--- config.mk ---
export PLATFORM = sky130hd
export DESIGN_NAME = calc_req_issuer_flat
export DESIGN_NICKNAME = d
export VERILOG_FILES = /design/src/rtl/calc_req_issuer_if.sv /design/src/rtl/calc_req_issuer.sv /design/src/flat_wrapper.sv
export SDC_FILE = /design/constraint.sdc
export NUM_CORES = 1
export LEC_CHECK = 0
export BUFFER_PORTS_ARGS = -buffer_cell sky130_fd_sc_hd__buf_4
export CORE_UTILIZATION = 25
export DETAILED_ROUTE_END_ITERATION = 16
export GPL_TIMING_DRIVEN = 0
export MAX_ROUTING_LAYER = met4
export PLACE_DENSITY = 0.39
export SYNTH_ARGS = -nofsm -noshare
export SYNTH_HDL_FRONTEND = slang
export SYNTH_SLANG_ARGS = --single-unit
--- constraint.sdc ---
create_clock -name clk -period 7.5 [get_ports clk]
set_input_delay 1.125 -clock clk [delete_from_list [all_inputs] [get_ports clk]]
set_output_delay 1.125 -clock clk [all_outputs]
set_load 0.01 [all_outputs]
--- src/rtl/calc_req_issuer_if.sv ---
`default_nettype none
// ============================================================================
//  Module      : calc_req_issuer_if
//  Description : Producer, calculator request/response and result signals
//                for the calc_req_issuer stage.
//  Revision    : 1.0 - initial release
// ============================================================================
interface calc_req_issuer_if #(
    parameter int DATA_W = 32,
    parameter int TAG_W  = 2
);
    logic              in_valid;
    logic              in_ready;
    logic [3:0]        in_cmd;
    logic [DATA_W-1:0] in_op1;
    logic [DATA_W-1:0] in_op2;

    logic [3:0]        req_cmd_out;
    logic [DATA_W-1:0] req_data_out;
    logic [TAG_W-1:0]  req_tag_out;

    logic [1:0]        out_resp;
    logic [DATA_W-1:0] out_data;
    logic [TAG_W-1:0]  out_tag;

    logic              res_valid;
    logic [1:0]        res_resp;
    logic [DATA_W-1:0] res_data;
    logic [TAG_W-1:0]  res_tag;
    logic [TAG_W:0]    outstanding;
    logic              err_spurious;

    // Issuer side
    modport slave (
        input  in_valid, in_cmd, in_op1, in_op2,
        input  out_resp, out_data, out_tag,
        output in_ready,
        output req_cmd_out, req_data_out, req_tag_out,
        output res_valid, res_resp, res_data, res_tag,
        output outstanding, err_spurious
    );

    // Environment side: producer, calculator and result consumer
    modport master (
        output in_valid, in_cmd, in_op1, in_op2,
        output out_resp, out_data, out_tag,
        input  in_ready,
        input  req_cmd_out, req_data_out, req_tag_out,
        input  res_valid, res_resp, res_data, res_tag,
        input  outstanding, err_spurious
    );
endinterface
`default_nettype wire

--- src/rtl/calc_req_issuer.sv ---
`default_nettype none
// ============================================================================
//  Module      : calc_req_issuer
//  Description : Buffers commands, issues them as two-cycle tagged requests,
//                tracks outstanding tags and registers returned responses.
//  Revision    : 1.0 - initial release
// ============================================================================
module calc_req_issuer #(
    parameter int DEPTH  = 4,
    parameter int DATA_W = 32,
    parameter int TAG_W  = 2
) (
    input  logic             clk,
    input  logic             reset_n,
    calc_req_issuer_if.slave bus
);
    localparam int PTR_W = (DEPTH > 1) ? $clog2(DEPTH) : 1;
    localparam int CNT_W = PTR_W + 1;
    localparam int NTAGS = 1 << TAG_W;

    typedef enum logic [1:0] {
        S_IDLE = 2'd0,
        S_OP1  = 2'd1,
        S_OP2  = 2'd2
    } state_t;

    logic [3:0]        fifo_cmd [DEPTH];
    logic [DATA_W-1:0] fifo_op1 [DEPTH];
    logic [DATA_W-1:0] fifo_op2 [DEPTH];

    logic [PTR_W-1:0]  wr_ptr_q, wr_ptr_d, rd_ptr_q, rd_ptr_d;
    logic [CNT_W-1:0]  count_q, count_d;
    state_t            state_q, state_d;
    logic [TAG_W-1:0]  tag_q, tag_d;
    logic [DATA_W-1:0] op2_q, op2_d;
    logic [NTAGS-1:0]  busy_q, busy_d;
    logic [TAG_W:0]    outstanding_q, outstanding_d;
    logic [3:0]        req_cmd_q, req_cmd_d;
    logic [DATA_W-1:0] req_data_q, req_data_d;
    logic [TAG_W-1:0]  req_tag_q, req_tag_d;
    logic              res_valid_q, res_valid_d;
    logic [1:0]        res_resp_q, res_resp_d;
    logic [DATA_W-1:0] res_data_q, res_data_d;
    logic [TAG_W-1:0]  res_tag_q, res_tag_d;
    logic              err_q, err_d;

    logic              w_in_ready;
    logic              w_push;
    logic              w_pop;
    logic              w_free_any;
    logic [TAG_W-1:0]  w_free_tag;
    logic              w_can_issue;

    assign w_in_ready  = reset_n && (count_q < CNT_W'(DEPTH));
    // Zero opcodes complete the handshake but never enter the FIFO
    assign w_push      = bus.in_valid && w_in_ready && (bus.in_cmd != 4'd0);
    assign w_can_issue = (count_q != '0) && w_free_any;

    // Lowest-index free tag, taken from the pre-update busy vector
    always_comb begin
        w_free_any = 1'b0;
        w_free_tag = '0;
        for (int i = NTAGS - 1; i >= 0; i--) begin
            if (!busy_q[i]) begin
                w_free_any = 1'b1;
                w_free_tag = i[TAG_W-1:0];
            end
        end
    end

    always_comb begin
        state_d    = state_q;
        tag_d      = tag_q;
        op2_d      = op2_q;
        req_cmd_d  = 4'd0;
        req_data_d = '0;
        req_tag_d  = '0;
        w_pop      = 1'b0;

        case (state_q)
            S_OP1: begin
                state_d    = S_OP2;
                req_data_d = op2_q;
            end
            S_IDLE, S_OP2: begin
                if (w_can_issue) begin
                    state_d    = S_OP1;
                    w_pop      = 1'b1;
                    tag_d      = w_free_tag;
                    op2_d      = fifo_op2[rd_ptr_q];
                    req_cmd_d  = fifo_cmd[rd_ptr_q];
                    req_data_d = fifo_op1[rd_ptr_q];
                    req_tag_d  = w_free_tag;
                end else begin
                    state_d = S_IDLE;
                end
            end
            default: state_d = S_IDLE;
        endcase
    end

    always_comb begin
        wr_ptr_d = wr_ptr_q + PTR_W'(w_push);
        rd_ptr_d = rd_ptr_q + PTR_W'(w_pop);
        count_d  = count_q + CNT_W'(w_push) - CNT_W'(w_pop);
    end

    always_comb begin
        busy_d      = busy_q;
        err_d       = err_q;
        res_valid_d = (bus.out_resp != 2'd0);
        res_resp_d  = res_resp_q;
        res_data_d  = res_data_q;
        res_tag_d   = res_tag_q;

        if (bus.out_resp != 2'd0) begin
            res_resp_d = bus.out_resp;
            res_data_d = bus.out_data;
            res_tag_d  = bus.out_tag;
            if (busy_q[bus.out_tag]) begin
                busy_d[bus.out_tag] = 1'b0;
            end else begin
                err_d = 1'b1;
            end
        end
        // Allocation is committed at the end of the OP1 cycle
        if (state_q == S_OP1) begin
            busy_d[tag_q] = 1'b1;
        end

        outstanding_d = '0;
        for (int i = 0; i < NTAGS; i++) begin
            outstanding_d = outstanding_d + (TAG_W+1)'(busy_d[i]);
        end
    end

    always_ff @(posedge clk) begin
        if (w_push) begin
            fifo_cmd[wr_ptr_q] <= bus.in_cmd;
            fifo_op1[wr_ptr_q] <= bus.in_op1;
            fifo_op2[wr_ptr_q] <= bus.in_op2;
        end
    end

    always_ff @(posedge clk) begin
        if (!reset_n) begin
            wr_ptr_q      <= '0;
            rd_ptr_q      <= '0;
            count_q       <= '0;
            state_q       <= S_IDLE;
            tag_q         <= '0;
            op2_q         <= '0;
            busy_q        <= '0;
            outstanding_q <= '0;
            req_cmd_q     <= 4'd0;
            req_data_q    <= '0;
            req_tag_q     <= '0;
            res_valid_q   <= 1'b0;
            res_resp_q    <= 2'd0;
            res_data_q    <= '0;
            res_tag_q     <= '0;
            err_q         <= 1'b0;
        end else begin
            wr_ptr_q      <= wr_ptr_d;
            rd_ptr_q      <= rd_ptr_d;
            count_q       <= count_d;
            state_q       <= state_d;
            tag_q         <= tag_d;
            op2_q         <= op2_d;
            busy_q        <= busy_d;
            outstanding_q <= outstanding_d;
            req_cmd_q     <= req_cmd_d;
            req_data_q    <= req_data_d;
            req_tag_q     <= req_tag_d;
            res_valid_q   <= res_valid_d;
            res_resp_q    <= res_resp_d;
            res_data_q    <= res_data_d;
            res_tag_q     <= res_tag_d;
            err_q         <= err_d;
        end
    end

    assign bus.in_ready     = w_in_ready;
    assign bus.req_cmd_out  = req_cmd_q;
    assign bus.req_data_out = req_data_q;
    assign bus.req_tag_out  = req_tag_q;
    assign bus.res_valid    = res_valid_q;
    assign bus.res_resp     = res_resp_q;
    assign bus.res_data     = res_data_q;
    assign bus.res_tag      = res_tag_q;
    assign bus.outstanding  = outstanding_q;
    assign bus.err_spurious = err_q;
endmodule
`default_nettype wire

--- src/flat_wrapper.sv ---
// flat-port wrapper written by rule: the top's interface ports become plain ports
module calc_req_issuer_flat 
#(
    parameter int DEPTH  = 4,
    parameter int DATA_W = 32,
    parameter int TAG_W  = 2
)
  (clk, reset_n, bus_in_valid, bus_in_cmd, bus_in_op1, bus_in_op2, bus_out_resp, bus_out_data, bus_out_tag, bus_in_ready, bus_req_cmd_out, bus_req_data_out, bus_req_tag_out, bus_res_valid, bus_res_resp, bus_res_data, bus_res_tag, bus_outstanding, bus_err_spurious);
  calc_req_issuer_if #(.DATA_W(DATA_W), .TAG_W(TAG_W)) bus_i ();
  input  logic clk;
  input  logic reset_n;
  input wire logic [$bits(bus_i.in_valid)-1:0] bus_in_valid;
  input wire logic [$bits(bus_i.in_cmd)-1:0] bus_in_cmd;
  input wire logic [$bits(bus_i.in_op1)-1:0] bus_in_op1;
  input wire logic [$bits(bus_i.in_op2)-1:0] bus_in_op2;
  input wire logic [$bits(bus_i.out_resp)-1:0] bus_out_resp;
  input wire logic [$bits(bus_i.out_data)-1:0] bus_out_data;
  input wire logic [$bits(bus_i.out_tag)-1:0] bus_out_tag;
  output wire logic [$bits(bus_i.in_ready)-1:0] bus_in_ready;
  output wire logic [$bits(bus_i.req_cmd_out)-1:0] bus_req_cmd_out;
  output wire logic [$bits(bus_i.req_data_out)-1:0] bus_req_data_out;
  output wire logic [$bits(bus_i.req_tag_out)-1:0] bus_req_tag_out;
  output wire logic [$bits(bus_i.res_valid)-1:0] bus_res_valid;
  output wire logic [$bits(bus_i.res_resp)-1:0] bus_res_resp;
  output wire logic [$bits(bus_i.res_data)-1:0] bus_res_data;
  output wire logic [$bits(bus_i.res_tag)-1:0] bus_res_tag;
  output wire logic [$bits(bus_i.outstanding)-1:0] bus_outstanding;
  output wire logic [$bits(bus_i.err_spurious)-1:0] bus_err_spurious;
  assign bus_i.in_valid = bus_in_valid;
  assign bus_i.in_cmd = bus_in_cmd;
  assign bus_i.in_op1 = bus_in_op1;
  assign bus_i.in_op2 = bus_in_op2;
  assign bus_i.out_resp = bus_out_resp;
  assign bus_i.out_data = bus_out_data;
  assign bus_i.out_tag = bus_out_tag;
  assign bus_in_ready = bus_i.in_ready;
  assign bus_req_cmd_out = bus_i.req_cmd_out;
  assign bus_req_data_out = bus_i.req_data_out;
  assign bus_req_tag_out = bus_i.req_tag_out;
  assign bus_res_valid = bus_i.res_valid;
  assign bus_res_resp = bus_i.res_resp;
  assign bus_res_data = bus_i.res_data;
  assign bus_res_tag = bus_i.res_tag;
  assign bus_outstanding = bus_i.outstanding;
  assign bus_err_spurious = bus_i.err_spurious;
  calc_req_issuer #(.DEPTH(DEPTH), .DATA_W(DATA_W), .TAG_W(TAG_W)) u_core (.clk(clk), .reset_n(reset_n), .bus(bus_i));
endmodule
==> results.md <==
- CTS H-tree depth: 2
- Clock Tree Buf Depth: 3
- Pins Over Slew Limit: 0
- Slew @ Worst Pin: slightly below 0.9 ns
- RSZ-0062 raised after global routing: no
- Critical Path AT: 3.51 ns
- Main flop type after synthesis: edfxtp_1
- Final period util: 0.4317
- Normalized max-slew margin: 0.4142
- Initial Util: 0.2533
- Top cells by area, synth: edfxtp_1 (57%), dfxtp_1 (18%), mux4_2 (11%)
- Cell mode on critical path: buf_6
- Reg-to-reg critical path startpoint: u_core.count_q[2]$_SDFF_PN0_
- Gpl congestion: 0.6750
- Achievable Freq: 0.3089 GHz
- CP Launch Point: reset_n
- Mapped cell area: 0.01431 sq mm
- Congestion Overflow GR: 0
- Hold slack: 0.4497 ns
- Finished Core Util: 0.3269
- Pwr Total: about 0.0063 W
- Layout Skew: 0.01522 ns
- YS warnings: 0
- Register area: 0.01069 sq mm
- Hold Vio Cnt, Final: 0
- TritonCTS clock tree: built
- Top Family by Delay on Critical Path: buffers and inverters
- Syn_area_per_cell: 17.12 sq um
- Final setup margin: 4.262 ns
- Multi-input gate area: 0.003332 sq mm
- Total Routing Usage GR: 0.1314
- Reg-to-reg setup timing slack: 4.79 ns
- Layout cells sized above 1: 0.3325
- Min-Delay Endpoint: u_core.bus.res_data[4]$_SDFFE_PN0N_
- CP Max Fanout: 10
- Initial antenna violation count: 5
- CP max stage delay: 0.57 ns
- Post-CTS setup repair buffer count: 0
- Leak: 6.798 nW
- CP Launch Type: primary input
- Seq/Total Area, Yosys: 0.7470
- Die area: 0.05820 sq mm
- TritonCTS Sinks: 398
- DRT iter0 DRCs: 329
- Post-route antenna net violation count: 0
- CTS buffer count: 47
- Asr flop ratio synth: 0
- Min-delay src: u_core.bus.res_data[4]$_SDFFE_PN0N_
- Total number of vias: around 8000
- Worst EP required: about 7.8 ns
- Row count: 87
- Layout fillers: 5567
- VDD IR max: 0.1610 mV
- Wirelength per Cell: 19.46 microns
- Final net count: between 1000 and 1500
- Worst min path class: flip-flop to flip-flop
- P&R area growth vs syn: 29.06%
- TNS Setup: 0 ns
- Period minus WS final: between 3 and 4 ns
- Share of the synthesized area in the top cell type: 0.5708
- Critical path, cell by cell: buf_2, nor2b_1, nand3_1, nor3_2, buf_4, buf_6, buf_6, buf_6, buf_6
- PwrDens: 340.2 mW/mm^2
- Status: complete, no violations
- DRC: 0
- Vias in the first global route: roughly 8400
- Synthesized Nets: 949
- Critical setup path kind: primary input to flip-flop
- Root buf cell: clkbuf_16
- Place WS: around 3.5 ns
- IO Port Bufs: 185
- Cell taking the most area after synthesis: edfxtp_1
- Hold path cells: 2
- Total Wirelength: 36870 microns
- HPWL Detailed: 25000 microns
- Reg-to-reg critical path endpoint: u_core.fifo_op1[0][22]$_DFFE_PP_
- Distinct cells, synth: 41
- Max_cap viols: 0
- Mapped Cells: 836
- Die H: 241.3 microns
- Cts hold-fix bufs: 0
- Post-CTS sizing: 0
- First-pass GRT wire length: 53920 microns
- Seq cells post-synth: ~400
- Die width: ~240 microns
- Clk Latency, worst-skew pair: about 0.57 ns
- Io pins: 187
- Core Area: 0.05650 sq mm
- Largest net degree at the start of global routing: 43
- Clk pin slew, worst setup/hold paths: 0.05 ns
- # setup viols final: 0
- Pre-antenna DRT Iters: 4
- WP buf/inv: 6
- Via/cell ratio: 4.226
- Setup crit end kind: flip-flop
- Post-synth EDFFs: 272
- Slowest cell on crit path: nor3_2
- Worst r2r path cells: 8
## layout make-up
type	count	share of cell area
Multi-Input combinational cell	376	0.1804
Inverter	9	0.001829
Buffer	53	0.01484
Timing Repair Buffer	212	0.09295
Sequential cell	398	0.5788
Tap cell	756	0.05122
Antenna cell	5	0.0006775
Clock inverter	16	0.005352
Clock buffer	70	0.07391
## how the worst max path moves through the flow
stage	to	cells past startpoint	slack (ns)
after floorplan	u_core.fifo_cmd[1][0]$_DFFE_PP_	4	0.16
after global routing	u_core.fifo_op1[0][23]$_DFFE_PP_	9	4.07
after detailed placement	u_core.fifo_op1[0][21]$_DFFE_PP_	9	3.53
after global placement	u_core.fifo_op1[2][21]$_DFFE_PP_	4	-5.90
final	u_core.fifo_op1[0][22]$_DFFE_PP_	9	4.26
after CTS	u_core.fifo_op1[0][21]$_DFFE_PP_	9	4.13
## state kept, by name, indices dropped and copies added, names as in the netlist
register / count
u_core.bus.err_spurious: 1
u_core.bus.outstanding: 3
u_core.bus.req_cmd_out: 4
u_core.bus.req_data_out: 32
u_core.bus.req_tag_out: 2
u_core.bus.res_data: 32
u_core.bus.res_resp: 2
u_core.bus.res_tag: 2
u_core.bus.res_valid: 1
u_core.busy_q: 4
u_core.count_q: 3
u_core.fifo_cmd: 16
u_core.fifo_op1: 128
u_core.fifo_op2: 128
u_core.op2_q: 32
u_core.rd_ptr_q: 2
u_core.state_q: 2
u_core.tag_q: 2
u_core.wr_ptr_q: 2
## layout by cell type (no fill, tap or decap), types with 12 or more instances in the layout
| cell type | netlist | layout |
|---|---|---|
| and2_1 | 13 | 13 |
| nand2_1 | 107 | 107 |
| clkbuf_1 | 26 | 41 |
| a22o_1 | 32 | 32 |
| buf_2 | 12 | 12 |
| a21o_1 | 32 | 32 |
| buf_6 | 5 | 27 |
| clkbuf_16 | 0 | 49 |
| a21oi_1 | 71 | 71 |
| mux4_2 | 69 | 69 |
| edfxtp_1 | 272 | 272 |
| dfxtp_1 | 126 | 126 |
| buf_4 | 6 | 192 |
## worst register-to-register path: stages, from the launching register on
cell and delay, ns:
dfxtp_1 0.33, nor2b_1 0.22, nand3_1 0.26, nor3_2 0.57, buf_4 0.33, buf_6 0.19, buf_6 0.18, buf_6 0.17
buf_6 0.16
## stage by stage
step | area [sq um] | cells
2_1_floorplan | 14310 | 836
3_3_place_gp | 16640 | 1777
3_5_place_dp | 16990 | 1804
4_1_cts | 18460 | 1890
5_1_grt | 18470 | 1895
6_report | 18470 | 1895
## cell families (layout without fill, tap and decap cells)
kind of cell,after synthesis,after routing,synth area share
DFF,398,398,0.7470
AOI/OAI and AO/OA,150,150,0.06872
and+or+nand+nor,147,147,0.04529
muxes,70,70,0.1093
buffers and inverters,62,360,0.02151
adders and majority gates,6,6,0.006296
xor gates and xnor gates,3,3,0.001836
other,0,5,0
## synth_stat cells (5+ instances only)
cell type,instances
mux4_2,69
buf_6,5
a21o_1,32
nand2_1,107
a22o_1,32
edfxtp_1,272
inv_1,9
buf_2,12
nor2_1,7
a21oi_1,71
buf_4,6
clkbuf_1,26
and2_1,13
dfxtp_1,126
## layer usage
| metal | GRT usage | vias up | wire [microns] |
|---|---|---|---|
| li1 | - | 3755 | - |
| met1 | 0.1619 | 4009 | 16000 |
| met2 | 0.2103 | 191 | 17650 |
| met3 | 0.03943 | 54 | 2584 |
| met4 | 0.03337 | 0 | 639 |
| met5 | - | - | 0 |
## report_power, final
group / internal (W) / switching (W)
logic: 0.000682 / 0.000735
registers: 0.00259 / 0.000115
clock network: 0.00129 / 0.000876
total: 0.00456 / 0.00173
No activity file was read; power rests on OpenSTA's default activity.
